File: config.mk
export PLATFORM = sky130hd
export DESIGN_NAME = mem_access_stage
export DESIGN_NICKNAME = d
export VERILOG_FILES = /design/src/rtl/mem_access_stage_pkg.sv /design/src/rtl/mem_access_stage_load_align.sv /design/src/rtl/mem_access_stage.sv
export SDC_FILE = /design/constraint.sdc
export NUM_CORES = 1
export LEC_CHECK = 0
export ABC_CLOCK_PERIOD_IN_PS = 2350
export BUFFER_PORTS_ARGS = -buffer_cell sky130_fd_sc_hd__buf_2
export CAP_MARGIN = 20
export CORE_ASPECT_RATIO = 0.9
export CORE_MARGIN = 2
export CORE_UTILIZATION = 46
export DETAILED_ROUTE_END_ITERATION = 12
export GPL_ROUTABILITY_DRIVEN = 0
export PLACE_DENSITY = 0.76
export SLEW_MARGIN = 20
export SYNTH_ARGS = -nofsm -noshare
export SYNTH_HDL_FRONTEND = slang
export SYNTH_SLANG_ARGS = --single-unit
File: constraint.sdc
create_clock -name clk -period 2.35 [get_ports clk]
set_clock_uncertainty 0.2 [all_clocks]
set_input_delay 0.235 -clock clk [delete_from_list [all_inputs] [get_ports clk]]
set_output_delay 0.235 -clock clk [all_outputs]
set_load 0.03 [all_outputs]
File: src/rtl/mem_access_stage_pkg.sv
// mem_access_stage_pkg: load-type encodings and FSM states shared by the MEM stage
package mem_access_stage_pkg;
    localparam logic [2:0] LTYPE_NONE = 3'd0;
    localparam logic [2:0] LTYPE_LB   = 3'd1;
    localparam logic [2:0] LTYPE_LBU  = 3'd2;
    localparam logic [2:0] LTYPE_LH   = 3'd3;
    localparam logic [2:0] LTYPE_LHU  = 3'd4;
    localparam logic [2:0] LTYPE_LW   = 3'd5;
    localparam logic [2:0] LTYPE_LWL  = 3'd6;
    localparam logic [2:0] LTYPE_LWR  = 3'd7;
    typedef enum logic [1:0] {ST_IDLE, ST_REQ, ST_WAIT, ST_DONE} state_e;
endpackage

File: src/rtl/mem_access_stage_load_align.sv
// mem_access_stage_load_align: aligns, extends and merges raw load data for writeback
module mem_access_stage_load_align
    import mem_access_stage_pkg::*;
(
    input  logic [2:0]  ltype,
    input  logic [1:0]  a,
    input  logic [31:0] r,
    input  logic [31:0] t,
    output logic [31:0] res
);
    logic [4:0]  sh;
    logic [4:0]  shl;
    logic [7:0]  b;
    logic [15:0] h;
    // LWL shifts the word up by 3-a bytes, LWR down by a bytes; the rest of rt is kept
    always_comb begin
        sh  = {a, 3'b000};
        shl = {~a, 3'b000};
        b   = 8'(r >> sh);
        h   = a[1] ? r[31:16] : r[15:0];
        res = (ltype == LTYPE_LB)  ? {{24{b[7]}}, b} :
              (ltype == LTYPE_LBU) ? {24'h0, b} :
              (ltype == LTYPE_LH)  ? {{16{h[15]}}, h} :
              (ltype == LTYPE_LHU) ? {16'h0, h} :
              (ltype == LTYPE_LW)  ? r :
              (ltype == LTYPE_LWL) ? ((r << shl) | (t & (32'h00FF_FFFF >> sh))) :
              (ltype == LTYPE_LWR) ? ((r >> sh) | (t & ~(32'hFFFF_FFFF >> sh))) : 32'h0;
    end
endmodule

File: src/rtl/mem_access_stage.sv
// mem_access_stage: MEM-stage data-bus master, one load/store in flight, aligned writeback
module mem_access_stage
    import mem_access_stage_pkg::*;
#(
    parameter int ADDR_W = 32,
    parameter int DATA_W = 32
) (
    input  logic              clk,
    input  logic              rst,
    input  logic              in_valid,
    output logic              in_ready,
    input  logic [2:0]        in_ltype,
    input  logic [3:0]        in_wstrb,
    input  logic [ADDR_W-1:0] in_addr,
    input  logic [DATA_W-1:0] in_wdata,
    input  logic [DATA_W-1:0] in_rt_old,
    input  logic [4:0]        in_waddr,
    input  logic              in_flush,
    output logic              data_req,
    output logic              data_wr,
    output logic [3:0]        data_wstrb,
    output logic [ADDR_W-1:0] data_addr,
    output logic [DATA_W-1:0] data_wdata,
    input  logic              data_addr_ok,
    input  logic [DATA_W-1:0] data_rdata,
    input  logic              data_data_ok,
    output logic              out_valid,
    input  logic              out_ready,
    output logic              out_wen,
    output logic [4:0]        out_waddr,
    output logic [DATA_W-1:0] out_wdata
);
    state_e            state_q, state_d;
    logic              cancel_q, cancel_d;
    logic [2:0]        ltype_q, ltype_d;
    logic [3:0]        wstrb_q, wstrb_d;
    logic [ADDR_W-1:0] addr_q, addr_d;
    logic [DATA_W-1:0] wdata_q, wdata_d;
    logic [DATA_W-1:0] rt_q, rt_d;
    logic [4:0]        waddr_q, waddr_d;
    logic [DATA_W-1:0] res_q, res_d;
    logic [DATA_W-1:0] align_res;

    mem_access_stage_load_align u_align (
        .ltype (ltype_q),
        .a     (addr_q[1:0]),
        .r     (data_rdata),
        .t     (rt_q),
        .res   (align_res)
    );

    // State and latched op registers; reset abandons any transaction in progress
    always_ff @(posedge clk) begin
        if (!rst) begin
            state_q  <= ST_IDLE;
            cancel_q <= 1'b0;
            ltype_q  <= '0;
            wstrb_q  <= '0;
            addr_q   <= '0;
            wdata_q  <= '0;
            rt_q     <= '0;
            waddr_q  <= '0;
            res_q    <= '0;
        end else begin
            state_q  <= state_d;
            cancel_q <= cancel_d;
            ltype_q  <= ltype_d;
            wstrb_q  <= wstrb_d;
            addr_q   <= addr_d;
            wdata_q  <= wdata_d;
            rt_q     <= rt_d;
            waddr_q  <= waddr_d;
            res_q    <= res_d;
        end
    end

    // Next state and handshakes; a flush mid-bus only marks the op cancelled
    always_comb begin
        state_d   = state_q;
        cancel_d  = cancel_q;
        ltype_d   = ltype_q;
        wstrb_d   = wstrb_q;
        addr_d    = addr_q;
        wdata_d   = wdata_q;
        rt_d      = rt_q;
        waddr_d   = waddr_q;
        res_d     = res_q;
        in_ready  = 1'b0;
        data_req  = 1'b0;
        out_valid = 1'b0;
        case (state_q)
            ST_IDLE: begin
                in_ready = 1'b1;
                cancel_d = 1'b0;
                if (in_valid && !in_flush) begin
                    ltype_d = in_ltype;
                    wstrb_d = in_wstrb;
                    addr_d  = in_addr;
                    wdata_d = in_wdata;
                    rt_d    = in_rt_old;
                    waddr_d = in_waddr;
                    res_d   = '0;
                    state_d = (in_ltype == LTYPE_NONE && in_wstrb == 4'h0) ? ST_DONE : ST_REQ;
                end
            end
            ST_REQ: begin
                data_req = 1'b1;
                cancel_d = cancel_q | in_flush;
                if (data_addr_ok) state_d = ST_WAIT;
            end
            ST_WAIT: begin
                cancel_d = cancel_q | in_flush;
                if (data_data_ok) begin
                    res_d   = (ltype_q != LTYPE_NONE) ? align_res : '0;
                    state_d = ST_DONE;
                end
            end
            ST_DONE: begin
                out_valid = !cancel_q && !in_flush;
                if (out_ready || cancel_q || in_flush) state_d = ST_IDLE;
            end
            default: state_d = ST_IDLE;
        endcase
    end

    assign data_wr    = |wstrb_q;
    assign data_wstrb = wstrb_q;
    assign data_addr  = {addr_q[ADDR_W-1:2], 2'b00};
    assign data_wdata = wdata_q;
    assign out_wen    = ltype_q != LTYPE_NONE;
    assign out_waddr  = waddr_q;
    assign out_wdata  = res_q;
endmodule

==> reports/qor.txt, run 1 <==
Cells after DPL - 1315
Final setup vio count - 0
CP required - 2.46 ns
Pin count of the biggest net entering global routing - 66
Worst Reg-to-Reg Cells - 6
Syn Area/Cell - 8.06 sq um
R2R setup slack - 0.1 ns
Ports - 257
Share of synthesized registers carrying an async set or reset - 0%
Critical path startpoint - addr_q[0]
Rel. slew slack - 49.2%
Area added between synthesis and finish - 41.5%
WP buf/inv - 1
Final Hold Vio Count - 0
Fillers - 1296
Sum of negative setup slack - 0 ns
CP endpoint kind - register
Buffers on Ports - 254
Root buf cell - clkbuf_16
Worst Setup Start Kind - register
Leak Pwr - 4.47 nW
Post-synth top area cell - dfxtp_1
R2r endpoint - out_wdata[22]
Vias post-DR - 8037
Clk slew on worst S/H paths - 0.06 ns
# nets final - 1389
All-layer global routing usage - 28.7%
Wirelength, routed - 25.0 mm
Worst setup path end - out_wdata[22]
Post-synthesis cell count - 922
Core box area - 0.0160 sq mm
Max-slew violations - 0
Fin cells - 1459
Worst path top cell family by delay - multiplexers
CTS tree - done
Worst skew pair latency - 0.43 ns
HPWL after DPL - 16.6 mm
Critical path's largest stage delay - 0.57 ns
DRT antenna net count - 0
Max_cap viols - 0
Status - finished, final reports clean
Synth cell count leaders - nand2_1 (250), dfxtp_1 (143), a21oi_1 (75)
Worst path cell trace - mux4_2, nor3_1, or2_2, a21oi_2, buf_4, a221o_1
Grt ovf - 0
RSZ-0062 raised after global routing - no
Minimum clock period after layout - 2.25 ns
Initial Utilization - 46.6%
Sequential fraction of the synthesis area - 38.5%
R2R Path Start - addr_q[0]
Register area - 0.00287 sq mm
Post-synth EDFFs - 0
Post-route DRC - 0
TritonCTS sink count - 143
Iteration-0 DRC Markers - 777
Syn Std Cell Area - 0.00743 sq mm
TritonRoute pass-1 iters - 6
Die area - 0.0172 sq mm
Critical path class - register to register
Worst hold slack - 0.0659 ns
Routed wire length per instance - 17.2 um
HP Class - input pin to register
Chip height - 125 um
Worst EP arrival - 2.36 ns
CTS H-tree lvls - 4
Num CTS Buffers - 17
Vias in the first global route - 7842
Power Total - 0.00682 W
Synth unique cells - 57
Initial antenna violation count - 2
CP Max Fanout - 15
Yosys warns - 0
Period utilisation layout - 95.8%
Fraction of layout cells with a size suffix above 1 - 27.5%
Number of synthesized register bits - 143
Slew at the pin closest to its max-slew limit - 0.756 ns
Synth top area share - 38.5%
Most area-consuming cells after synthesis - dfxtp_1 (39%), nand2_1 (13%), a21boi_0 (6.4%)
Multi-input logic area - 0.00404 sq mm
Row count - 44
First-pass GRT wire length - 40.4 mm
Critical path depth in cells - 6
Max Fclk - 444 MHz
Vias per Instance - 5.51
Pwr per Cell Area - 648 mW/mm^2
Clock Path Buffers - 2
Die Wd - 138 um
Most frequent cell after synthesis - nand2_1
Worst path slowest cell - mux4_2
Peak supply drop - 0.000645 V
Predominant post-synthesis flop cell - dfxtp_1
worst reg2reg max path, stage by stage (launching register included):
cell and delay, ns:
dfxtp_2 0.36, mux4_2 0.57, nor3_1 0.26, or2_2 0.18, a21oi_2 0.03, buf_4 0.19, a221o_1 0.34
flip-flops by register name (all words and copies together) (netlist names):
register,count
addr_q,32
data_wdata,32
out_wdata,32
rt_q,32
out_waddr,5
data_wstrb,4
ltype_q,3
state_q,2
cancel_q,1
per-layer routing:
metal	GRT usage (%)	share of wire [%]	routed length, um
met1	36.0	42	10600
met2	45.2	45	11300
met3	8.34	9.0	2260
met4	14.1	3.9	967
met5	0	0	0
cell type report:
type | count | share of cell area [%]
Clock buffer | 19 | 4.31
Clock inverter | 13 | 1.21
Tap cell | 207 | 2.46
Antenna cell | 2 | 0.0476
Multi-Input combinational cell | 666 | 38.4
Timing Repair Buffer | 399 | 26.0
Inverter | 10 | 0.357
Sequential cell | 143 | 27.2
how the worst min path moves through the flow:
stage	cells past startpoint	end	startpoint
floorplan	2	rt_q[0]	in_rt_old[0]
finish	3	out_wdata[6]	data_rdata[6]
global route	3	out_wdata[1]	data_rdata[1]
CTS	3	out_wdata[6]	data_rdata[6]
detailed placement	2	data_wdata[8]	data_wdata[8]
global placement	2	data_wdata[0]	data_wdata[0]
kinds of logic (layout without fill, tap and decap cells):
kind of cell / count (synthesis) / after routing / synth area share [%]
flops: 143 / 143 / 38.5
compound gates: 287 / 287 / 26.9
other cells: 1 / 4 / 0.0504
fa+ha+maj: 5 / 5 / 0.841
mux: 53 / 53 / 8.18
xor+xnor: 1 / 1 / 0.118
buf+inv: 114 / 441 / 7.78
simple gates: 318 / 318 / 17.7
timing repair:
action / in CTS / in global routing
endpoints found under the hold margin: 109 / 0
resized for setup: 1 / 3
gates cloned: 0 / 0
endpoints found under the setup margin: 14 / 9
hold buffers: 110 / 0
buffers inserted: 0 / 0
power breakdown:
| part | switching (W) | internal (W) | total, W |
|---|---|---|---|
| Clock | 0.00110 | 0.00153 | 0.00263 |
| Sequential | 0.0000854 | 0.00256 | 0.00264 |
| Combinational | 0.000912 | 0.000637 | 0.00155 |
cells in the final DEF (no fill, tap or decap), types with 12 or more instances in the layout:
cell type and n:
a21boi_0 63, a21o_1 16, a21oi_1 74, a221o_1 18
a221oi_1 12, buf_2 254, buf_4 27, clkbuf_16 17
dfxtp_1 141, dlygate4sd3_1 110, mux2i_1 45, nand2_1 249
nor2_1 19, o21ai_0 21
per-stage QoR:
stage / utilization, % / worst slack (ns) / area (sq um)
after CTS: 65.8 / 0.105 / 10500
after detailed placement: 55.2 / -0.0566 / 8810
after global routing: 65.9 / 0.0374 / 10500
final: 65.9 / 0.0987 / 10500
after floorplan: - / 0.0234 / 7440
after global placement: 55.2 / 0.0694 / 8810
Note: power is estimated with default switching activity, not from simulation.
==> run 2, diff against run 1 <==
--- a/config.mk
+++ b/config.mk
@@ -8,12 +8,14 @@
 export ABC_CLOCK_PERIOD_IN_PS = 2350
 export BUFFER_PORTS_ARGS = -buffer_cell sky130_fd_sc_hd__buf_2
 export CAP_MARGIN = 20
+export CELL_PAD_IN_SITES_DETAIL_PLACEMENT = 1
+export CELL_PAD_IN_SITES_GLOBAL_PLACEMENT = 2
 export CORE_ASPECT_RATIO = 0.9
 export CORE_MARGIN = 2
-export CORE_UTILIZATION = 46
+export CORE_UTILIZATION = 25
 export DETAILED_ROUTE_END_ITERATION = 12
 export GPL_ROUTABILITY_DRIVEN = 0
-export PLACE_DENSITY = 0.76
+export PLACE_DENSITY = 0.75
 export SLEW_MARGIN = 20
 export SYNTH_ARGS = -nofsm -noshare
 export SYNTH_HDL_FRONTEND = slang
==> run 2 against run 1 <==
  * Worst hold slack gained 0.019 ns
  * Largest cell class unchanged
  * Count of clock-buffer cells in the layout is 1 higher
  * Largest power group unchanged
  * Critical endpoint is now out_wdata[30]
  * Design area increased by 2.7%
  * Via count is 0.35% higher
  * Maximum frequency up 1.6%
==> reports/qor.txt, run 2 (synthesized netlist as in run 1, its figures left out) <==
DP Worst Slack - -0.0516 ns
Vias in the first global route - 8031
Status - finished, final reports clean
Pwr per Cell Area - 627 mW/mm^2
Post-route DRC - 0
Wirelength, routed - 30.2 mm
Vias post-DR - 8065
Fraction of layout cells with a size suffix above 1 - 28.4%
Worst setup margin - 0.135 ns
Peak supply drop - 0.000470 V
Critical path class - register to register
Worst Setup Start Kind - register
Root buf cell - clkbuf_16
Initial antenna violation count - 1
All-layer global routing usage - 19.1%
Period utilisation layout - 94.3%
Commonest non-fill, non-tap cell in the layout - buf_2
Iteration-0 DRC Markers - 469
Slew at the pin closest to its max-slew limit - 0.666 ns
Minimum clock period after layout - 2.22 ns
Initial Utilization - 25.6%
Max Fclk - 451 MHz
Leak Pwr - 4.50 nW
Power share of the combinational group - 23.5%
HPWL after DPL - 21.9 mm
RSZ-0062 raised after global routing - no
Sequential share of power - 39.1%
# nets final - 1398
P_int - 0.00461 W
Final Hold Vio Count - 0
Net Switching - 0.00216 W
TritonRoute pass-1 iters - 4
Core box area - 0.0291 sq mm
Worst skew pair latency - 0.43 ns
HP Class - input pin to register
Grt ovf - 0
Clk pwr share - 37.3%
First-pass GRT wire length - 46.0 mm
CTS tree - done
Ports - 257
CTS H-tree lvls - 4
Max-slew violations - 0
Chip height - 168 um
TritonCTS sink count - 143
CP required - 2.47 ns
CP endpoint kind - register
Rel. slew slack - 55.6%
Area added between synthesis and finish - 45.3%
Routed wire length per instance - 18.3 um
Clock Path Buffers - 2
Sw frac - 31.9%
Vias per Instance - 4.87
Die Wd - 186 um
Fillers - 3536
Clk slew on worst S/H paths - 0.06 ns
Worst EP arrival - 2.33 ns
Most frequent cells in the layout - buf_2 (254), nand2_1 (249), dfxtp_1 (140)
Max_cap viols - 0
CP Max Fanout - 8
Die area - 0.0311 sq mm
Num CTS Buffers - 17
DRT antenna net count - 0
Worst hold slack - 0.0850 ns
Pin count of the biggest net entering global routing - 56
Buffers on Ports - 254
Row count - 59
Final setup vio count - 0
[run 2: through the flow]
step           TNS, ns  cells  total power, W  area [sq um]  utilization (%)
3_3_place_gp         0   1513         0.00412          9120             31.3
2_1_floorplan        0    923         0.00358          7440                -
3_5_place_dp    -0.290   1513         0.00414          9120             31.3
5_1_grt              0   1655         0.00713         10800             37.2
6_report             0   1655         0.00677         10800             37.2
4_1_cts              0   1653         0.00687         10800             37.0
[run 2: final cells by class]
class | instances | area [sq um] | area share [%]
multi-input cells | 666 | 4050 | 37.5
flip-flops and latches | 143 | 2870 | 26.5
repair buffers | 408 | 2810 | 26.0
well taps | 396 | 495 | 4.59
clock buffers | 20 | 457 | 4.23
clock inverters | 11 | 83.8 | 0.776
inverters | 10 | 37.5 | 0.347
diodes | 1 | 2.50 | 0.0232
[run 2: final timing paths]
kind | startpoint | to | slack [ns] | depth (start not counted)
hold reg to reg | out_waddr[3] | out_waddr[3] | 0.25 | 2
setup / recovery | addr_q[1] | out_wdata[30] | 0.13 | 5
hold / removal | out_ready | state_q[0] | 0.09 | 4
setup reg to reg | addr_q[1] | out_wdata[30] | 0.13 | 5
[run 2: timing repair]
| action | CTS | global route |
|---|---|---|
| resized for setup | 1 | 9 |
| setup buffers | 0 | 1 |
| endpoints found under the hold margin | 109 | 0 |
| setup endpoints to repair | 15 | 31 |
| hold buffers | 109 | 0 |
[run 2: worst max-delay path: stages, from the launching register on]
cell,delay [ns]
dfxtp_2,0.43
buf_4,0.21
mux4_2,0.56
a22oi_1,0.21
o21ai_1,0.13
a221o_1,0.36
[run 2: power by group through the flow]
stage / Combinational (W) / Clock [W] / Sequential, W
6_report: 0.00159 / 0.00253 / 0.00265
5_1_grt: 0.00174 / 0.00273 / 0.00266
4_1_cts: 0.00159 / 0.00263 / 0.00265
3_5_place_dp: 0.00144 / 0 / 0.00270
3_3_place_gp: 0.00143 / 0 / 0.00270
2_1_floorplan: 0.000818 / 0 / 0.00276
[run 2: layer usage]
layer  share of wire (%)  track usage, %  vias up
met2                  46            30.6      267
met5                   0               0        -
met3                 6.1            3.96       28
met1                  46            25.6     3897
met4                 1.7            5.58        0
li1                    -               -     3873
==> run 3, diff against run 2 <==
--- a/config.mk
+++ b/config.mk
@@ -16,6 +16,7 @@
 export DETAILED_ROUTE_END_ITERATION = 12
 export GPL_ROUTABILITY_DRIVEN = 0
 export PLACE_DENSITY = 0.75
+export SETUP_SLACK_MARGIN = 0.15
 export SLEW_MARGIN = 20
 export SYNTH_ARGS = -nofsm -noshare
 export SYNTH_HDL_FRONTEND = slang
==> run 3 against run 2 <==
  * Setup slack gained 0.057 ns
  * Utilization rose by 0.84 points
  * Cell count up 0.42%
  * Total power rose by 4.3%
  * Critical path depth rose by 1
  * Critical endpoint is now out_wdata[26]
  * Largest power group is now clock
  * First-iteration DRC count rose by 15%
  * Via count is 0.50% higher
  * Design area increased by 2.3%
  * Register-to-register slack gained 0.06 ns
  * Worst hold slack got worse by 0.060 ns
==> reports/qor.txt, run 3 (synthesized netlist as in run 1, its figures left out) <==
Clock Path Buffers - 2
R2R setup slack - 0.19 ns
Worst path slowest cell - mux4_2
Wirelength, routed - 31.4 mm
Initial Utilization - 25.6%
Pin count of the biggest net entering global routing - 56
Pwr per Cell Area - 639 mW/mm^2
Hold_sp - rst
HPWL after DPL - 22.4 mm
Period utilisation layout - 91.8%
Vias post-DR - 8105
Ports - 257
Vias in the first global route - 8380
CTS tree - done
Fraction of layout cells with a size suffix above 1 - 29.5%
Fin cells - 1662
Status - finished, final reports clean
Vias per Instance - 4.88
Critical path startpoint - addr_q[0]
Rel. slew slack - 50.2%
TritonCTS sink count - 143
Worst hold slack - 0.0253 ns
ANT cells - 0
Root buf cell - clkbuf_16
Worst skew pair latency - 0.43 ns
Core box area - 0.0291 sq mm
Most frequent cells in the layout - buf_2 (254), nand2_1 (248), dfxtp_1 (138)
Commonest non-fill, non-tap cell in the layout - buf_2
Chip height - 168 um
Worst Reg-to-Reg Cells - 6
Worst EP arrival - 2.28 ns
CP Max Fanout - 7
Grt ovf - 0
TritonRoute pass-1 iters - 5
Max Fclk - 463 MHz
First-pass GRT wire length - 47.9 mm
Initial antenna violation count - 1
HP Class - input pin to register
CP required - 2.47 ns
Die area - 0.0311 sq mm
CP endpoint kind - register
Area added between synthesis and finish - 48.6%
R2R Path Start - addr_q[0]
# nets final - 1405
Critical path's largest stage delay - 0.57 ns
Routed wire length per instance - 18.9 um
Post-route DRC - 0
R2r endpoint - out_wdata[26]
All-layer global routing usage - 19.9%
Clk slew on worst S/H paths - 0.07 ns
Die Wd - 186 um
Fillers - 3539
Critical path class - register to register
Slew at the pin closest to its max-slew limit - 0.747 ns
Max-slew violations - 0
Peak supply drop - 0.000408 V
Leak Pwr - 4.59 nW
Hold Path End - out_wdata[9]
Hold Crit Depth - 2
CTS H-tree lvls - 4
Worst Setup Start Kind - register
Worst path cell trace - mux4_2, nor3_4, or2_4, a21oi_4, clkbuf_16, a221o_1
Buffers on Ports - 254
Num CTS Buffers - 17
RSZ-0062 raised after global routing - yes
Worst path top cell family by delay - multiplexers
Final setup vio count - 0
Minimum clock period after layout - 2.16 ns
WP buf/inv - 1
Cells after DPL - 1517
Final Hold Vio Count - 0
Iteration-0 DRC Markers - 540
Max_cap viols - 0
Sum of negative setup slack - 0 ns
Row count - 59
DRT antenna net count - 0
==> run 3: report_power, final <==
| part | switching [W] | internal (W) | leakage [nW] |
|---|---|---|---|
| registers | 0.0000949 | 0.00255 | 1.17 |
| logic | 0.000977 | 0.000674 | 3.15 |
| clock network | 0.00123 | 0.00153 | 0.274 |
==> run 3: routing by layer <==
layer  track usage, %  share of wire, %  up-vias
met1             26.2                45     3927
met3             4.13               5.6       39
met4             6.23               2.0        2
li1                 -                 -     3893
met2             32.4                47      244
met5                0             0.035        -
==> run 3: cell type report <==
cell class                 count  area [sq um]  share of cell area, %
timing repair buffer         415          2950                   26.7
clock inverter                14           148                   1.34
clock buffer                  18           439                   3.97
multi-input combinational    666          4110                   37.2
inverter                      10          38.8                  0.351
tap                          396           495                   4.48
sequential                   143          2870                   26.0
==> run 3: per-stage QoR <==
| step | util (%) | cell area, sq um | setup WS, ns | power (W) |
|---|---|---|---|---|
| floorplan | - | 7460 | 0.153 | 0.00358 |
| detailed placement | 31.7 | 9210 | 0.0651 | 0.00416 |
| global placement | 31.7 | 9210 | 0.0615 | 0.00414 |
| finish | 38.0 | 11000 | 0.192 | 0.00706 |
| global route | 38.0 | 11000 | 0.0998 | 0.00740 |
| CTS | 37.6 | 10900 | 0.154 | 0.00712 |
==> run 3: worst max path at each step <==
stage,to,depth (start not counted)
after floorplan,out_wdata[22],8
after global placement,out_wdata[1],6
after detailed placement,out_wdata[15],7
after CTS,out_wdata[1],7
after global routing,out_wdata[30],5
final,out_wdata[26],6
==> run 3: timing repair <==
action / CTS / global route
cloned: 0 / 2
setup buffers: 1 / 1
hold endpoints to repair: 109 / 0
gates resized for setup: 9 / 17
hold buffers: 109 / 0
pin swaps: 0 / 13
endpoints found under the setup margin: 29 / 29
